--- config.mk ---
export PLATFORM = sky130hd
export DESIGN_NAME = pbus_arbiter_flat
export DESIGN_NICKNAME = d
export VERILOG_FILES = /design/src/rtl/pbus_pkg.sv /design/src/rtl/pbus_arbiter_if.sv /design/src/rtl/pbus_watchdog.sv /design/src/rtl/pbus_arbiter.sv /design/src/flat_wrapper.sv
export SDC_FILE = /design/constraint.sdc
export NUM_CORES = 1
export LEC_CHECK = 0
export ABC_AREA = 1
export CORE_ASPECT_RATIO = 0.7
export CORE_MARGIN = 2
export CORE_UTILIZATION = 33
export CTS_CLUSTER_DIAMETER = 200
export CTS_CLUSTER_SIZE = 28
export DETAILED_ROUTE_END_ITERATION = 10
export GPL_TIMING_DRIVEN = 0
export PLACE_DENSITY = 0.93
export SYNTH_ARGS = -nofsm -noshare
export SYNTH_HDL_FRONTEND = slang
export SYNTH_HIERARCHICAL = 1
export SYNTH_SLANG_ARGS = --single-unit
--- constraint.sdc ---
create_clock -name clk -period 3.73 [get_ports clk]
set_clock_uncertainty 0.1 [all_clocks]
set_input_delay 0.746 -clock clk [delete_from_list [all_inputs] [get_ports clk]]
set_output_delay 0.746 -clock clk [all_outputs]
set_load 0.05 [all_outputs]
--- src/rtl/pbus_pkg.sv ---
// Shared constants and arbiter state encoding for the peripheral bus arbiter.
package pbus_pkg;
  localparam int unsigned PBUS_ADDR_W = 12;
  localparam int unsigned PBUS_DATA_W = 8;

  typedef enum logic [1:0] {
    IDLE = 2'd0,
    OWN0 = 2'd1,
    OWN1 = 2'd2
  } arb_state_e;
endpackage

--- src/rtl/pbus_arbiter_if.sv ---
// Wishbone-style peripheral bus link; master drives the request, slave returns data/ack/err.
interface pbus_arbiter_if
  import pbus_pkg::*;
#(
  parameter int unsigned ADDR_W = PBUS_ADDR_W,
  parameter int unsigned DATA_W = PBUS_DATA_W
);
  logic [ADDR_W-1:0] adr;
  logic [DATA_W-1:0] dat_w;
  logic [DATA_W-1:0] dat_r;
  logic              we;
  logic              cyc;
  logic              stb;
  logic              ack;
  logic              err;

  modport master (output adr, dat_w, we, cyc, stb, input dat_r, ack, err);
  modport slave  (input adr, dat_w, we, cyc, stb, output dat_r, ack, err);
endinterface

--- src/rtl/pbus_watchdog.sv ---
// Bus watchdog: counts unacknowledged strobe cycles and flags expiry for one cycle.
module pbus_watchdog
  import pbus_pkg::*;
#(
  parameter int unsigned TMO_CYCLES = 64
) (
  input  logic clk,
  input  logic rst,
  input  logic stb,
  input  logic ack,
  input  logic owner_chg,
  output logic expire,
  output logic kill
);
  localparam int unsigned CNT_W = $clog2(TMO_CYCLES) + 1;
  localparam logic [CNT_W-1:0] LAST = CNT_W'(TMO_CYCLES - 1);

  logic [CNT_W-1:0] wd_cnt;

  // ACK in the expiry cycle wins, so expiry requires ~ack
  assign expire = stb & ~ack & (wd_cnt == LAST);

  always_ff @(posedge clk) begin
    if (rst) begin
      wd_cnt <= '0;
      kill   <= 1'b0;
    end else begin
      kill <= expire;
      if (!stb || ack || owner_chg || expire) begin
        wd_cnt <= '0;
      end else begin
        wd_cnt <= wd_cnt + CNT_W'(1);
      end
    end
  end
endmodule

--- src/rtl/pbus_arbiter.sv ---
// Two-master round-robin arbiter for the peripheral bus with a hung-cycle watchdog.
module pbus_arbiter
  import pbus_pkg::*;
#(
  parameter int unsigned ADDR_W     = PBUS_ADDR_W,
  parameter int unsigned DATA_W     = PBUS_DATA_W,
  parameter int unsigned TMO_CYCLES = 64
) (
  input  logic           clk,
  input  logic           rst,
  pbus_arbiter_if.slave  m0,
  pbus_arbiter_if.slave  m1,
  pbus_arbiter_if.master s,
  output logic           tmo_int
);
  arb_state_e        state_q, state_d;
  logic              last_gnt_q, last_gnt_d;
  logic              expire, kill, owner_chg;
  logic [ADDR_W-1:0] adr_o;
  logic [DATA_W-1:0] dat_o;
  logic              we_o, cyc_o, stb_o;

  always_ff @(posedge clk) begin
    if (rst) begin
      state_q    <= IDLE;
      last_gnt_q <= 1'b1;
    end else begin
      state_q    <= state_d;
      last_gnt_q <= last_gnt_d;
    end
  end

  always_comb begin
    state_d    = state_q;
    last_gnt_d = last_gnt_q;
    case (state_q)
      IDLE: begin
        if (m0.cyc && (!m1.cyc || last_gnt_q)) begin
          state_d    = OWN0;
          last_gnt_d = 1'b0;
        end else if (m1.cyc) begin
          state_d    = OWN1;
          last_gnt_d = 1'b1;
        end
      end
      OWN0:    if (!m0.cyc) state_d = IDLE;
      OWN1:    if (!m1.cyc) state_d = IDLE;
      default: state_d = IDLE;
    endcase
  end

  assign owner_chg = (state_d != state_q);

  always_comb begin
    adr_o    = '0;
    dat_o    = '0;
    we_o     = 1'b0;
    cyc_o    = 1'b0;
    stb_o    = 1'b0;
    m0.ack   = 1'b0;
    m0.err   = 1'b0;
    m0.dat_r = '0;
    m1.ack   = 1'b0;
    m1.err   = 1'b0;
    m1.dat_r = '0;
    case (state_q)
      OWN0: begin
        adr_o    = m0.adr;
        dat_o    = m0.dat_w;
        we_o     = m0.we;
        cyc_o    = m0.cyc;
        stb_o    = m0.stb & ~kill;
        m0.ack   = s.ack & stb_o;
        m0.err   = expire;
        m0.dat_r = s.dat_r;
      end
      OWN1: begin
        adr_o    = m1.adr;
        dat_o    = m1.dat_w;
        we_o     = m1.we;
        cyc_o    = m1.cyc;
        stb_o    = m1.stb & ~kill;
        m1.ack   = s.ack & stb_o;
        m1.err   = expire;
        m1.dat_r = s.dat_r;
      end
      default: ;
    endcase
  end

  assign s.adr   = adr_o;
  assign s.dat_w = dat_o;
  assign s.we    = we_o;
  assign s.cyc   = cyc_o;
  assign s.stb   = stb_o;
  assign tmo_int = expire;

  pbus_watchdog #(
    .TMO_CYCLES(TMO_CYCLES)
  ) u_watchdog (
    .clk       (clk),
    .rst       (rst),
    .stb       (stb_o),
    .ack       (s.ack),
    .owner_chg (owner_chg),
    .expire    (expire),
    .kill      (kill)
  );
endmodule

--- src/flat_wrapper.sv ---
// flat-port wrapper written by rule: the top's interface ports become plain ports
module pbus_arbiter_flat import pbus_pkg::*;
#(
  parameter int unsigned ADDR_W     = PBUS_ADDR_W,
  parameter int unsigned DATA_W     = PBUS_DATA_W,
  parameter int unsigned TMO_CYCLES = 64
)
  (clk, rst, tmo_int, m0_adr, m0_dat_w, m0_we, m0_cyc, m0_stb, m0_dat_r, m0_ack, m0_err, m1_adr, m1_dat_w, m1_we, m1_cyc, m1_stb, m1_dat_r, m1_ack, m1_err, s_adr, s_dat_w, s_we, s_cyc, s_stb, s_dat_r, s_ack, s_err);
  pbus_arbiter_if #(.ADDR_W(ADDR_W), .DATA_W(DATA_W)) m0_i ();
  pbus_arbiter_if #(.ADDR_W(ADDR_W), .DATA_W(DATA_W)) m1_i ();
  pbus_arbiter_if #(.ADDR_W(ADDR_W), .DATA_W(DATA_W)) s_i ();
  input  logic clk;
  input  logic rst;
  output logic tmo_int;
  input wire logic [$bits(m0_i.adr)-1:0] m0_adr;
  input wire logic [$bits(m0_i.dat_w)-1:0] m0_dat_w;
  input wire logic [$bits(m0_i.we)-1:0] m0_we;
  input wire logic [$bits(m0_i.cyc)-1:0] m0_cyc;
  input wire logic [$bits(m0_i.stb)-1:0] m0_stb;
  output wire logic [$bits(m0_i.dat_r)-1:0] m0_dat_r;
  output wire logic [$bits(m0_i.ack)-1:0] m0_ack;
  output wire logic [$bits(m0_i.err)-1:0] m0_err;
  input wire logic [$bits(m1_i.adr)-1:0] m1_adr;
  input wire logic [$bits(m1_i.dat_w)-1:0] m1_dat_w;
  input wire logic [$bits(m1_i.we)-1:0] m1_we;
  input wire logic [$bits(m1_i.cyc)-1:0] m1_cyc;
  input wire logic [$bits(m1_i.stb)-1:0] m1_stb;
  output wire logic [$bits(m1_i.dat_r)-1:0] m1_dat_r;
  output wire logic [$bits(m1_i.ack)-1:0] m1_ack;
  output wire logic [$bits(m1_i.err)-1:0] m1_err;
  output wire logic [$bits(s_i.adr)-1:0] s_adr;
  output wire logic [$bits(s_i.dat_w)-1:0] s_dat_w;
  output wire logic [$bits(s_i.we)-1:0] s_we;
  output wire logic [$bits(s_i.cyc)-1:0] s_cyc;
  output wire logic [$bits(s_i.stb)-1:0] s_stb;
  input wire logic [$bits(s_i.dat_r)-1:0] s_dat_r;
  input wire logic [$bits(s_i.ack)-1:0] s_ack;
  input wire logic [$bits(s_i.err)-1:0] s_err;
  assign m0_i.adr = m0_adr;
  assign m0_i.dat_w = m0_dat_w;
  assign m0_i.we = m0_we;
  assign m0_i.cyc = m0_cyc;
  assign m0_i.stb = m0_stb;
  assign m0_dat_r = m0_i.dat_r;
  assign m0_ack = m0_i.ack;
  assign m0_err = m0_i.err;
  assign m1_i.adr = m1_adr;
  assign m1_i.dat_w = m1_dat_w;
  assign m1_i.we = m1_we;
  assign m1_i.cyc = m1_cyc;
  assign m1_i.stb = m1_stb;
  assign m1_dat_r = m1_i.dat_r;
  assign m1_ack = m1_i.ack;
  assign m1_err = m1_i.err;
  assign s_adr = s_i.adr;
  assign s_dat_w = s_i.dat_w;
  assign s_we = s_i.we;
  assign s_cyc = s_i.cyc;
  assign s_stb = s_i.stb;
  assign s_i.dat_r = s_dat_r;
  assign s_i.ack = s_ack;
  assign s_i.err = s_err;
  pbus_arbiter #(.ADDR_W(ADDR_W), .DATA_W(DATA_W), .TMO_CYCLES(TMO_CYCLES)) u_core (.clk(clk), .rst(rst), .m0(m0_i), .m1(m1_i), .s(s_i), .tmo_int(tmo_int));
endmodule
Word-level counts from Yosys, hierarchy flattened
Index checks and enable logic that the tools add are counted.
{"block": "totals", "output_inout_bits": 44, "regBits": 11, "in_bits": 58}
{"block": "classes", "n_reduce_logical": 11, "n_addsub": 1, "bitwise": 8, "eq_ne": 4, "mux": 18}
{"op": "one-hot mux 12 bit (2 select lines)", "count": 1}
{"op": "2-to-1 mux 8 bit", "count": 2}
{"op": "one-hot mux 8 bit (2 select lines)", "count": 1}
{"op": "2-to-1 mux 2 bit", "count": 4}
{"op": "adder 7 x 1 -> 7 bit (second input constant)", "count": 1}
{"op": "== test 7 x 6 -> 1 bit (second input constant)", "count": 1}
{"op": "AND 1 bit", "count": 6}
{"op": "2-to-1 mux 1 bit", "count": 6}
{"op": "one-hot mux 1 bit (2 select lines)", "count": 3}
{"op": "one-hot mux 2 bit (3 select lines)", "count": 1}
{"op": "logical OR 1 bit", "count": 4}
{"op": "== test 2 x 1 -> 1 bit (second input constant)", "count": 1}
{"op": "== test 2 bit (second input constant)", "count": 1}
{"op": "logical NOT 1 bit", "count": 2}
{"op": "logical NOT 2 bit", "count": 1}
{"op": "!= test 2 bit", "count": 1}
{"op": "NOT 1 bit", "count": 2}
{"op": "AND reduction 2 bit", "count": 1}
{"op": "nonzero test 2 bit", "count": 1}
{"op": "OR reduction 2 bit", "count": 1}
{"op": "logical AND 1 bit", "count": 1}

Depth between registers and ports, before layout
{"block": "depth", "ltp_word": 9, "mapped_depth": 15}

Modules after synthesis
Netlist, hierarchy kept.
{"mod": "pbus_arbiter", "n_inst": 1, "seq_area_each_um2": 60.1, "cells_each": 161, "area_each_um2": 744.5}
{"mod": "pbus_watchdog", "n_inst": 1, "seq_area_each_um2": 160.2, "cells_each": 44, "area_each_um2": 336.6}

Worst setup path before layout
Ideal clock, no wire load.
{"block": "synth_timing", "kind": "input to output", "start": "in m0_stb", "end": "out m0_err", "t_arrival_ps": 3077, "slack_ps": -193, "stages": 6, "path_buffers": 0, "path_cell_list": "nand3_1 -> a21oi_1 -> nand2_1 -> nor2_1 -> nand2_1 -> inv_1"}
{"block": "synth_between", "elab_chain_cells": 5}
{"element": "start: declaration", "line": "flat_wrapper.sv:19", "source": "input wire logic [$bits(m0_i.stb)-1:0] m0_stb;"}
{"element": "AND 1 bit", "line": "pbus_arbiter.sv:72", "source": "stb_o = m0.stb & ~kill;"}
{"element": "one-hot mux 1 bit (2 select lines)", "line": "pbus_arbiter.sv:66", "source": "case (state_q)"}
{"element": "named net s_stb", "line": "flat_wrapper.sv:35", "source": "output wire logic [$bits(s_i.stb)-1:0] s_stb;"}
{"element": "AND 1 bit (2 in a row)", "line": "pbus_watchdog.sv:21", "source": "assign expire = stb & ~ack & (wd_cnt == LAST);"}
{"element": "named net tmo_int", "line": "flat_wrapper.sv:14", "source": "output logic tmo_int;"}
{"element": "2-to-1 mux 1 bit", "line": "pbus_arbiter.sv:66"}
{"element": "end: declaration", "line": "flat_wrapper.sv:22", "source": "output wire logic [$bits(m0_i.err)-1:0] m0_err;"}
The timed path passes the listed nets, and every way through them passes these cells.

Final worst setup path
{"block": "layout_timing", "start": "in m0_stb", "end": "out m0_err"}
{"block": "layout_between", "elab_chain_cells": 5}
{"element": "AND 1 bit", "line": "pbus_arbiter.sv:72"}
{"element": "one-hot mux 1 bit (2 select lines)", "line": "pbus_arbiter.sv:66"}
{"element": "AND 1 bit (2 in a row)", "line": "pbus_watchdog.sv:21"}
{"element": "2-to-1 mux 1 bit", "line": "pbus_arbiter.sv:66"}
No other way between the ends.

==> reports/results.txt <==
The flow ran to the end, and the final reports show no timing, DRC or antenna violations. The pin slew with the least headroom to its limit is 0.5275 ns. The number of hold-slack violations in the final timing report is 0, and the latest clock arrival within the worst-skew pair is 0.23 ns. On the final layout, the worst hold slack is 0.3587 ns. The largest total area in the synthesized netlist belongs to nand2_1. The Yosys step of the flow raised 6 warnings. Setup repair after global routing left no endpoint under its margin. Measured along the x axis, the die boundary spans 72.41 um.

The run gives 0.3434 as the initial core utilization. The flip-flop cell with the highest count after synthesis is dfxtp_1. The sequential cells in the finished layout cover a total of 220.2 sq um. Data on the critical path arrives at its endpoint at 2.69 ns. For the setup slack after placement, the log shows 0.1830 ns. The number of cells in the design after placement is 343.

The die is 51.89 um tall. The number of filler cells placed in the layout is 256, and the synthesis-to-finish area growth is 101.5%. The sum of negative setup slack was 0 ns; the area share of the largest cell type after synthesis was 0.3021.

The kind of cell with the highest combined delay along the critical path is buffers and inverters. Type of destination of the critical path: an output port. Critical path class: in -> out.

The run gives 374 as the number of nets in the finished design. After layout, the minimum clock period comes to 3.539 ns. Most frequent cell after synthesis: nand2_1. The share of cells above drive strength 1 works out to 0.03560. Achievable clock frequency: 282.6 MHz. The tools report the sequential fraction of the synthesis area as 0.2037. The pin count of the biggest net entering global routing is 11, and the switching power of the nets is 0.2105 mW.

Cell internal power was estimated by the tool at 0.3122 mW. The pre-antenna-repair detailed-routing pass consisted of 4 iterations. The post-synth design cell area was 1081 sq um.

Each instance of the synthesized netlist takes up on average 5.273 sq um. The core region is 3148 sq um. Of all nets on the critical path, the largest fanout is 3. H-tree depth: 1. TritonCTS built the clock tree. The die covers 3757 sq um.

The tools report the required time at the worst-slack endpoint as 2.88 ns. In this run, post-CTS hold repair placed 0 buffers. For the post-route core utilization, the log shows 0.6920.

Counting instances in the post-synthesis netlist gives the leading cell types as nand2_1 (87), inv_1 (35), a21oi_1 (26). In this run the count of I/O pins placed on the die edge is 102. The via count of the first global-routing pass is 1414.

The logs give 0.1913 ns for the worst-case setup margin in the final layout and 11 for the CTS sink count. The initialized floorplan defines 17 standard-cell rows. The total CTS buffers is 3, and the per-cell routed wire length is 11.17 um.

The count of placed standard cells in the final layout, fillers left out came out at 347. Global routing finished with a remaining overflow of 0. The multi-input combinational cells in the finished layout cover a total of 695.7 sq um. CTS placed an instance of clkbuf_8 at the clock tree root. The finished cells cover 2178 sq um.

The maximum vdd ir drop is 0.0002624 V. The combinational group share of total power came out at 0.542. The total track usage is 0.1954, and the part of the cycle the worst path needs is 0.9487. The analysis attributes to cell leakage a power of 0.9926 nW. Sorting the synthesized cells by area gives the leading types as nand2_1 (30%), dfxtp_1 (20%), inv_1 (12%), a21oi_1 (12%), ha_1 (6.9%). The count of pins over their slew limit is 0, and the vias per cell is 4.591. After detailed routing, the number of remaining DRC violations is 0.

The fraction of synthesis flops using an asynchronous set or reset pin is 0, and the wire length of the first global-routing pass is 5878 um. The tools report the kind of start point of the critical path as a primary input. The worst slew margin relative to its limit came out at 0.6472. The cell area reported after detailed placement is 2133 sq um.

The net count after synthesis was 269. Buffers placed on the I/O ports in this run total 100. After synthesis the netlist holds a flip-flop and latch count of 11. The final estimated routing congestion in global placement is 0.8227.

The power density over the cells was 239.9 nW/um^2; the post-route antenna net violation count was 0. The worst hold path belongs to the class reg -> reg. The final routed wirelength across all metal layers came out at 3877 um.

Number of DRC markers after the initial detailed-route iteration: 61. The switching portion of total power was 0.4027. Traced cell by cell, the critical path runs through clkdlybuf4s50_1 -> nand3_1 -> a21oi_2 -> nand2_1 -> nor2_1 -> nand2_1 -> inv_1 -> clkdlybuf4s50_1. The count of buffering cells on the critical path with inverters included was 3. In this run, distinct cell masters in the synthesized netlist total 17.

The fraction of power consumed by the clock network is 0.218, and the number of flops mapped to enable cells by yosys is 0. The post-route total power came out at 0.5227 mW. Among all stages on the critical path, the largest delay is contributed by clkdlybuf4s50_1. 0 antenna diodes ended up in the layout. The via count was 1593. The post-cts gate resize count was 0. The count of mapped cells out of synthesis came out at 205. The initial antenna violation count was 0; the max-cap check violation count was 0. Relative contribution of sequential cells to total power: 0.240.

After clock tree synthesis, the setup repair step added 0 buffers. The final setup violation count was 0; the placed wire-length estimate after detailed placement was 3198 um. After clock tree synthesis, the clock-pin slew on the worst setup and hold paths is 0.04 ns. The largest single stage delay on the critical path is 0.80 ns.

Deepest clock path buffer count: 2.
==> logic make-up after synthesis <==
| logic type | count (synthesis) | share of synthesized area |
|---|---|---|
| compound gates | 28 | 0.1366 |
| fa+ha+maj | 6 | 0.06944 |
| buf+inv | 43 | 0.1563 |
| flops | 11 | 0.2037 |
| simple gates | 115 | 0.4178 |
| xor+xnor | 2 | 0.01621 |
==> power groups by stage <==
stage / sequential [mW] / combinational, mW / clock, mW
after floorplan: 0.127 / 0.159 / 0
after global placement: 0.127 / 0.278 / 0
after detailed placement: 0.128 / 0.282 / 0
after CTS: 0.126 / 0.283 / 0.118
after global routing: 0.126 / 0.303 / 0.126
final: 0.126 / 0.283 / 0.114
==> cell usage in the layout (no fill, tap or decap) <==
| master | instances |
|---|---|
| clkdlybuf4s50_1 | 100 |
| nand2_1 | 87 |
| inv_1 | 35 |
| a21oi_1 | 25 |
| nor2_1 | 15 |
| dfxtp_1 | 11 |
| nand3_1 | 9 |
| buf_2 | 6 |
| ha_1 | 6 |
| clkbuf_8 | 3 |
| clkbuf_1 | 3 |
| a21oi_2 | 1 |
| or3_1 | 1 |
| nand2_2 | 1 |
| o21bai_1 | 1 |
| xor2_1 | 1 |
| or2_1 | 1 |
| nor3_1 | 1 |
| o211a_1 | 1 |
| xnor2_1 | 1 |
==> final cells by class <==
type | instances | area share
clock buffer | 4 | 0.02068
multi-input combinational | 151 | 0.3194
buffer | 8 | 0.01723
inverter | 35 | 0.06031
timing repair buffer | 100 | 0.4595
tap | 38 | 0.02183
sequential | 11 | 0.1011
==> worst paths after layout <==
check / to / from / cells past startpoint / slack [ns]
worst max register to register: u_core/u_watchdog/wd_cnt[5]$_SDFF_PP0_ / u_core/state_q[1]$_SDFF_PP0_ / 15 / 1.70
worst max-delay path: m0_err / m0_stb / 8 / 0.19
worst min-delay path: u_core/u_watchdog/wd_cnt[6]$_SDFF_PP0_ / u_core/u_watchdog/wd_cnt[6]$_SDFF_PP0_ / 1 / 0.36
worst min register to register: u_core/u_watchdog/wd_cnt[6]$_SDFF_PP0_ / u_core/u_watchdog/wd_cnt[6]$_SDFF_PP0_ / 1 / 0.36
==> layer usage <==
| layer | vias up | wire (um) | track usage |
|---|---|---|---|
| met5 | - | 0 | 0 |
| met4 | 0 | 8 | 0.01235 |
| met3 | 2 | 372 | 0.07171 |
| met2 | 72 | 1865 | 0.3654 |
| met1 | 691 | 1630 | 0.2237 |
| li1 | 828 | - | - |
==> state kept, by name, summed over array words and instances (netlist names) <==
register and cells:
u_core/u_watchdog/kill 1, u_core/u_watchdog/wd_cnt 7, u_core/last_gnt_q 1, u_core/state_q 2
No activity file was read; power rests on OpenSTA's default activity.
